## src/rtl/regfile_pkg.sv

```systemverilog
`default_nettype none
// ============================================================================
// Module      : regfile_pkg
// Description : Shared types and default sizes for the parametrised integer
//               register file (debug FSM state encoding, default widths).
// Revision    : 1.0 - initial release
// ============================================================================
package regfile_pkg;

  localparam int unsigned DEF_XLEN  = 32;
  localparam int unsigned DEF_NREGS = 32;

  // Debug access sequencer states
  typedef enum logic [1:0] {
    DBG_IDLE   = 2'd0,
    DBG_ACCESS = 2'd1,
    DBG_DONE   = 2'd2
  } dbg_state_e;

endpackage
`default_nettype wire

```

## src/rtl/regfile_scoreboard.sv

```systemverilog
`default_nettype none
// ============================================================================
// Module      : regfile_scoreboard
// Description : Per-register pending-write (busy) vector with NRD query ports.
//               A set and a clear hitting the same register in one cycle
//               leaves it busy. Query results mask out a register being
//               cleared this cycle, since its value is available via bypass.
// Ports       : clk, rst         - clock, synchronous active-high reset
//               i_set/i_set_addr - mark register busy (issue)
//               i_clr/i_clr_addr - mark register free (writeback)
//               i_q_addr         - NRD packed query addresses
//               o_q_busy         - NRD busy flags
// Revision    : 1.0 - initial release
// ============================================================================
module regfile_scoreboard
  import regfile_pkg::*;
#(
  parameter int NREGS    = DEF_NREGS,
  parameter int NRD      = 2,
  parameter int ZERO_REG = 1,
  parameter int AW       = $clog2(NREGS)
) (
  input  logic              clk,
  input  logic              rst,
  input  logic              i_set,
  input  logic [AW-1:0]     i_set_addr,
  input  logic              i_clr,
  input  logic [AW-1:0]     i_clr_addr,
  input  logic [NRD*AW-1:0] i_q_addr,
  output logic [NRD-1:0]    o_q_busy
);

  logic [NREGS-1:0] r_busy;
  logic [NREGS-1:0] w_busy_nxt;

  // Clear first, then set, so that a simultaneous set on the same entry wins
  always_comb begin
    w_busy_nxt = r_busy;
    if (i_clr) begin
      w_busy_nxt[i_clr_addr] = 1'b0;
    end
    if (i_set && !((ZERO_REG != 0) && (i_set_addr == '0))) begin
      w_busy_nxt[i_set_addr] = 1'b1;
    end
  end

  always_ff @(posedge clk) begin
    if (rst) begin
      r_busy <= '0;
    end else begin
      r_busy <= w_busy_nxt;
    end
  end

  generate
    for (genvar k = 0; k < NRD; k++) begin : g_query
      logic [AW-1:0] w_qa;
      assign w_qa        = i_q_addr[k*AW +: AW];
      assign o_q_busy[k] = r_busy[w_qa] & ~(i_clr && (i_clr_addr == w_qa));
    end
  endgenerate

endmodule
`default_nettype wire

```

## src/rtl/regfile_sb.sv

```systemverilog
`default_nettype none
// ============================================================================
// Module      : regfile_sb
// Description : Parametrised integer register file with NRD combinational
//               read ports (writeback bypass), pending-write scoreboard and
//               a request/acknowledge debug port. Core writeback always has
//               priority over a debug write; the debug write waits in ACCESS.
// Ports       : clk, rst                 - clock, synchronous active-high reset
//               we_i/waddr_i/wdata_i     - core writeback
//               raddr_i/rdata_o/rbusy_o  - packed read ports and busy flags
//               iss_valid_i/iss_rd_i     - issue of an instruction writing rd
//               dbg_req_i/dbg_we_i/dbg_addr_i/dbg_wdata_i - debug request
//               dbg_ack_o/dbg_rdata_o    - debug completion and read data
// Revision    : 1.0 - initial release
// ============================================================================
module regfile_sb
  import regfile_pkg::*;
#(
  parameter  int XLEN     = DEF_XLEN,
  parameter  int NREGS    = DEF_NREGS,
  parameter  int NRD      = 2,
  parameter  int ZERO_REG = 1,
  localparam int AW       = $clog2(NREGS)
) (
  input  logic                clk,
  input  logic                rst,
  input  logic                we_i,
  input  logic [AW-1:0]       waddr_i,
  input  logic [XLEN-1:0]     wdata_i,
  input  logic [NRD*AW-1:0]   raddr_i,
  output logic [NRD*XLEN-1:0] rdata_o,
  output logic [NRD-1:0]      rbusy_o,
  input  logic                iss_valid_i,
  input  logic [AW-1:0]       iss_rd_i,
  input  logic                dbg_req_i,
  input  logic                dbg_we_i,
  input  logic [AW-1:0]       dbg_addr_i,
  input  logic [XLEN-1:0]     dbg_wdata_i,
  output logic                dbg_ack_o,
  output logic [XLEN-1:0]     dbg_rdata_o
);

  logic [XLEN-1:0] r_regs [NREGS];
  logic [XLEN-1:0] r_dbg_rdata;
  dbg_state_e      r_state;
  dbg_state_e      w_state_nxt;
  logic            w_capture;
  logic            w_ack;
  logic            w_core_wr;
  logic            w_dbg_wr;
  logic [XLEN-1:0] w_dbg_rv;

  // Read value of one address including the writeback bypass
  function automatic logic [XLEN-1:0] f_read(
    input logic [AW-1:0]   a,
    input logic [XLEN-1:0] stored,
    input logic            we,
    input logic [AW-1:0]   wa,
    input logic [XLEN-1:0] wd
  );
    if ((ZERO_REG != 0) && (a == '0)) return '0;
    if (we && (wa == a))              return wd;
    return stored;
  endfunction

  assign w_core_wr = we_i && ((waddr_i != '0) || (ZERO_REG == 0));
  // Debug write only in a cycle free of core writeback; x0 writes are dropped
  assign w_dbg_wr  = (r_state == DBG_ACCESS) && dbg_we_i && !we_i &&
                     ((dbg_addr_i != '0) || (ZERO_REG == 0));

  always_ff @(posedge clk) begin
    if (rst) begin
      for (int i = 0; i < NREGS; i++) begin
        r_regs[i] <= '0;
      end
    end else begin
      if (w_core_wr) begin
        r_regs[waddr_i] <= wdata_i;
      end
      if (w_dbg_wr) begin
        r_regs[dbg_addr_i] <= dbg_wdata_i;
      end
    end
  end

  generate
    for (genvar k = 0; k < NRD; k++) begin : g_rd
      logic [AW-1:0] w_ra;
      assign w_ra                    = raddr_i[k*AW +: AW];
      assign rdata_o[k*XLEN +: XLEN] = f_read(w_ra, r_regs[w_ra], we_i, waddr_i, wdata_i);
    end
  endgenerate

  assign w_dbg_rv = f_read(dbg_addr_i, r_regs[dbg_addr_i], we_i, waddr_i, wdata_i);

  // Debug sequencer
  always_ff @(posedge clk) begin
    if (rst) begin
      r_state <= DBG_IDLE;
    end else begin
      r_state <= w_state_nxt;
    end
  end

  always_comb begin
    w_state_nxt = r_state;
    w_capture   = 1'b0;
    w_ack       = 1'b0;
    case (r_state)
      DBG_IDLE: begin
        if (dbg_req_i) w_state_nxt = DBG_ACCESS;
      end
      DBG_ACCESS: begin
        if (dbg_we_i) begin
          if (!we_i) w_state_nxt = DBG_DONE;
        end else begin
          w_capture   = 1'b1;
          w_state_nxt = DBG_DONE;
        end
      end
      DBG_DONE: begin
        w_ack       = 1'b1;
        w_state_nxt = DBG_IDLE;
      end
      default: w_state_nxt = DBG_IDLE;
    endcase
  end

  always_ff @(posedge clk) begin
    if (rst) begin
      r_dbg_rdata <= '0;
    end else if (w_capture) begin
      r_dbg_rdata <= w_dbg_rv;
    end
  end

  assign dbg_ack_o   = w_ack;
  assign dbg_rdata_o = r_dbg_rdata;

  regfile_scoreboard #(
    .NREGS    (NREGS),
    .NRD      (NRD),
    .ZERO_REG (ZERO_REG),
    .AW       (AW)
  ) u_sb (
    .clk        (clk),
    .rst        (rst),
    .i_set      (iss_valid_i),
    .i_set_addr (iss_rd_i),
    .i_clr      (we_i),
    .i_clr_addr (waddr_i),
    .i_q_addr   (raddr_i),
    .o_q_busy   (rbusy_o)
  );

endmodule
`default_nettype wire

```

## config.mk

```make
export PLATFORM = sky130hd
export DESIGN_NAME = regfile_sb
export DESIGN_NICKNAME = d
export VERILOG_FILES = /design/src/rtl/regfile_pkg.sv /design/src/rtl/regfile_scoreboard.sv /design/src/rtl/regfile_sb.sv
export SDC_FILE = /design/constraint.sdc
export NUM_CORES = 2
export LEC_CHECK = 0
export ABC_AREA = 0
export CORE_MARGIN = 2
export CORE_UTILIZATION = 35
export DETAILED_ROUTE_END_ITERATION = 10
export HOLD_SLACK_MARGIN = 0.03
export PLACE_DENSITY_LB_ADDON = 0.08
export SYNTH_ARGS = -nofsm -noshare
export SYNTH_HDL_FRONTEND = slang
export SYNTH_HIERARCHICAL = 1
export SYNTH_SLANG_ARGS = --single-unit
```

## constraint.sdc

```tcl
create_clock -name clk -period 4.4 [get_ports clk]
set_input_delay 0.44 -clock clk [delete_from_list [all_inputs] [get_ports clk]]
set_output_delay 0.44 -clock clk [all_outputs]
set_load 0.02 [all_outputs]
```

# [Yosys cells after proc, flatten, opt, wreduce, memory -nomap -nowiden]
# Memories as Yosys holds them, arrays and structs flattened.
# Index checks and enable logic that the tools add are counted.
[op_classes] n_lt_le_gt_ge=6 div=0 bitwise_logic=7 n_shift=0 eq_ne=7 n_mux=52 add_sub_neg=0 n_mul=0 n_reduce_logical=22
[ops] cell="$mux W32" n=16
[ops] cell="$reduce_or A32 Y1" n=2
[ops] cell="$and A32 B32 Y32" n=1
[ops] cell="$not A32 Y32" n=1
[ops] cell="$or A32 B32 Y32" n=1
[ops] cell="$mux W1" n=26
[ops] cell="$lt A5 B6 Y1 const B" n=4
[ops] cell="$logic_not A5 Y1" n=4
[ops] cell="$eq A5 B5 Y1" n=3
[ops] cell="$bmux W1 S5" n=2
[ops] cell="$demux W1 S5" n=2
[ops] cell="$ge A5 B1 Y1 const B" n=2
[ops] cell="$logic_and A1 B1 Y1" n=10
[ops] cell="$mux W5" n=2
[ops] cell="$reduce_bool A5 Y1" n=2
[ops] cell="$mux W2" n=3
[ops] cell="$pmux W2 S2" n=1
[ops] cell="$ne A3 B3 Y1 const B" n=1
[ops] cell="$and A1 B1 Y1" n=2
[ops] cell="$eq A2 B1 Y1 const B" n=1
[ops] cell="$eq A2 B2 Y1 const B" n=1
[ops] cell="$logic_not A1 Y1" n=2
[ops] cell="$logic_not A2 Y1" n=1
[ops] cell="$ne A2 B2 Y1 const B" n=1
[ops] cell="2 further kinds" n=3
[totals] ff_bits=66 n_memories=1 ram_bits=1024 in_bits=95 latchBits=0 rom_bits=0
[mem_list] memory="r_regs" depth=32 width=32 rd=3 rd_ports_with_merged_regs=0 wr=32 line="regfile_sb.sv:43" text="logic [XLEN-1:0] r_regs [NREGS];"

# [Logic depth before layout (Yosys ltp)]
[logic_depth] depth_word=9 depth_mapped=10 depth_no_buf=5

# [Cells and area by module]
# Netlist, hierarchy kept.
[modules_own_cells] module="regfile_sb" cells_per_inst=4507 n_inst=1 area_per_inst_um2=62143.4 seq_area_each_um2=31430.1
[modules_own_cells] module="regfile_scoreboard" cells_per_inst=231 n_inst=1 area_per_inst_um2=2034.5 seq_area_each_um2=640.6

# [Worst setup path before layout]
# No wires, ideal clock.
[synth_path] path_kind="input to register" start="in dbg_addr_i[0]" end="mem r_regs[14][0] in the netlist's numbering (enable)" setup_ns=0.478 stages=8 slack_ns=1.040 path_buffers=3 required_time_ns=3.922 arrival_ns=2.883 path_cell_list="buf_2 > or4_4 > o2111ai_4 > buf_6 > mux2_2 > nand2_1 > clkbuf_1 > nand2_1"
[synth_lines] element="start: declaration" line="regfile_sb.sv:37" text="input logic [AW-1:0] dbg_addr_i,"
[synth_lines] element="end: declaration" line="regfile_sb.sv:43"

# [Worst setup path after layout]
[layout_path] start="in raddr_i[9]" end="out rdata_o[56]"
[layout_via] elab_chain_cells=6
[layout_lines] element="start: declaration" line="regfile_sb.sv:30" text="input logic [NRD*AW-1:0] raddr_i,"
[layout_lines] element="branches (longest 5 deep; another with $mem_v2 Z32 W32)"
[layout_lines] element="$mux W32 *" line="regfile_sb.sv:62" text="if (we && (wa == a)) return wd;"
[layout_lines] element="end: declaration" line="regfile_sb.sv:31" text="output logic [NRD*XLEN-1:0] rdata_o,"
# Mark *: on every way between the ends. The select of a mux whose other input is x is not followed.

==> metrics <==
global-route usage over all layers=between 30% and 40%; XOR/XNOR Fraction of Synth Area=less than 1%; placed inst area=slightly above 70,000 µm²; Post-synth top flop=edfxtp_1; Synth Area in Simple Gates=approximately a tenth; detailed-route via count=about 50,000; post-synth cell types=71; R2R Setup Slk=1.12 ns; critical path peak fanout=21; Synth Register Bits=1,090; share of layout cells above drive strength 1=29.2%; Worst slew margin=about 21%; post-synth top area share=47.9%; met3 WL=roughly 36 mm; multiplexer share of the synthesized area=29.6%; total grt overflow=0; RePlAce Congestion=between 0.8 and 0.9; TritonCTS clock tree=yes; Post-synth top cells=nor2_1 (1,045), edfxtp_1 (1,024), mux4_2 (712); Crit. End Element=output pin; hold buffers post-CTS=0; DRT Pass-1 Iters=6; num rows=approximately 160; number of setup buffers added after CTS=0; final setup vio count=0; Clock Latency Late Sink=~0.8 ns; Fillers=16,962; top-count cell post-synth=nor2_1; Worst R2R End=r_regs[5][14]$_SDFFCE_PN0P_; Post-Route WL=329 mm; Critical Path Source=raddr_i[9]; metal2 WL=roughly 150 mm; Worst EP arrival=between 3 and 4 ns; ANT nets after route=0; Max Used Layer=met5; RSZ-0062 raised after global routing=no; worst IR drop on VDD=approximately 0.33 mV; largest net degree at the start of global routing=90; Yosys top cell by area=edfxtp_1; IO Pins=between 150 and 200; worst hold start=rst; deepest level of the CTS H-tree=4; Post-synth EDFFs=~1,000; CP Class=in -> out; Critical R2R Launch=r_state[0]$_SDFFE_PP0P_; worst setup path end=rdata_o[56]; WL met1=127 mm; Fin Setup TNS=0 ns; DPL Wire Length=slightly above 200 mm; Slew @ Worst Pin=1.19 ns; fmax=between 200 and 250 MHz; worst hold path type=in -> reg; chip height=about 430 µm; first-pass GRT wire length=between 400 and 500 mm; Area contributors post-synth=edfxtp_1 (48%), mux4_2 (25%), nor2_1 (6.1%), mux2i_1 (3.7%), dfxtp_1 (2.1%); Root Buffer=clkbuf_16; Die Footprint=187,000 µm²; Fin Hold WS=approximately 0.14 ns; min Tclk post-route=just over 4 ns; Period Utilization, post-route=94.1%; DRC Markers=0; CTS max path bufs=3; mean post-synth cell area=13.5 µm²; initial antenna violation count=15; max cap viols=0; Inserted Clock Buffers=138; fin nets=around 5,000; final instance area=between 70,000 and 80,000 µm²; Async S/R FF share, synth=0%; adder-cell share of the synthesized area=0%; Fin Clk Skew=approximately 0.033 ns; worst path required time=~4.0 ns; Compound-Gate Fraction of Synth Area=around 7%; vias in the first global route=about 49,000; routed len/inst=between 40 and 50 µm; outcome=completed; clk slew on worst S/H paths=roughly 0.050 ns; Die Span X=between 400 and 500 µm; Area growth, synth to finish=17.6%; pwr/cell area=about 370 nW/µm²; R2R depth=8; initial DRC count=8,033; largest family of logic cells by synthesized area=multiplexers; post-synthesis instance total=between 4,000 and 5,000; type of origin of the critical path=primary input; Multi-input gate area=approximately 31,000 µm²; final hold violation count=0; mapped cell area=64,200 µm²; register area share after synthesis=around half; Slew Limit Fails=0; post-CTS resize count=0; Leak=~26 nW; vias per cell=between 6 and 7; core area=~180,000 µm²; Storage cell area=approximately 32,000 µm²; initial core utilization=around a third; clk sinks=roughly 1,100; Port Buffers=just under 200; Yosys Warn Count=6
## sequential cells by signal (all words and copies together), names as in the netlist
name         cells
r_state          2
u_sb/r_busy     32
dbg_rdata_o     32
r_regs        1024
## critical path, cell delays in order
cell and delay [ns]:
buf_4 0.46, nand2b_1 0.72, o22ai_1 0.18, buf_4 0.18, o21ai_0 0.67, o2111a_1 0.35, clkdlybuf4s50_1 0.62
## metal layers
layer,vias to the layer above,GRT usage (%)
met4,6,16.6
met1,26846,46.6
li1,19218,-
met2,3675,53.2
met5,-,0
met3,763,8.73
## metrics by stage
| stage | total power [mW] | util (%) | instances | setup WS (ns) |
|---|---|---|---|---|
| final | 28.1 | 41.3 | 7444 | 0.259 |
| after global routing | 28.7 | 41.3 | 7435 | 0.300 |
| after CTS | 28.1 | 41.3 | 7434 | 0.418 |
| after detailed placement | 17.0 | 39.0 | 7189 | 0.432 |
| after global placement | 17.0 | 39.0 | 7189 | 0.356 |
| after floorplan | 14.7 | - | 4769 | 1.04 |
## final cells by class
cell class              count  share of cell area, %
flip-flops and latches   1090                   42.5
multi-input cells        3148                   40.5
repair buffers            558                   7.35
clock buffers             183                   5.03
well taps                2385                   3.95
clock inverters            62                  0.602
inverters                   8                 0.0398
diodes                     10                 0.0331
## worst min-delay path by stage
stage | endpoint | slack [ns] | cells past startpoint
floorplan | u_sb/r_busy[3]$_SDFF_PP0_ | 0.45 | 2
detailed placement | dbg_rdata_o[8]$_SDFFE_PP0P_ | 0.47 | 1
finish | dbg_rdata_o[6]$_SDFFE_PP0P_ | 0.14 | 2
global placement | u_sb/r_busy[28]$_SDFF_PP0_ | 0.47 | 2
CTS | dbg_rdata_o[6]$_SDFFE_PP0P_ | 0.06 | 2
global route | r_regs[0][8]$_SDFFCE_PN0P_ | 0.1 | 1
## where the power goes
part / internal, mW / switching, mW
logic: 1.89 / 2.96
registers: 11.8 / 0.313
clock network: 6.34 / 4.77
total: 20.0 / 8.04
## cell families (layout without fill, tap and decap cells)
logic type      count (synthesis)  count (layout)
flops                        1090            1090
other cells                     1              42
xor+xnor                       25              25
mux                           986             986
simple gates                 1471            1471
buf+inv                       531             811
compound gates                634             634
## cell usage in the layout, fill, tap and decap left out, drive strengths merged, types with 11 or more instances in the layout
cell type,count
nand3,80
clkinv,50
buf,412
o2111a,16
a22oi,106
a21oi,69
mux2i,240
clkbuf,183
dfxtp,66
nand2b,14
edfxtp,1024
xor2,13
mux2,24
conb,32
a221o,42
nor3,30
a211oi,65
o22ai,121
a22o,38
and3,31
mux4,722
nor2b,37
nor2,1045
xnor2,12
nand2,170
a221oi,28
nor3b,12
clkdlybuf4s50,146
inv,13
o21ai,94
a31oi,11
No activity file was read; power rests on OpenSTA's default activity.
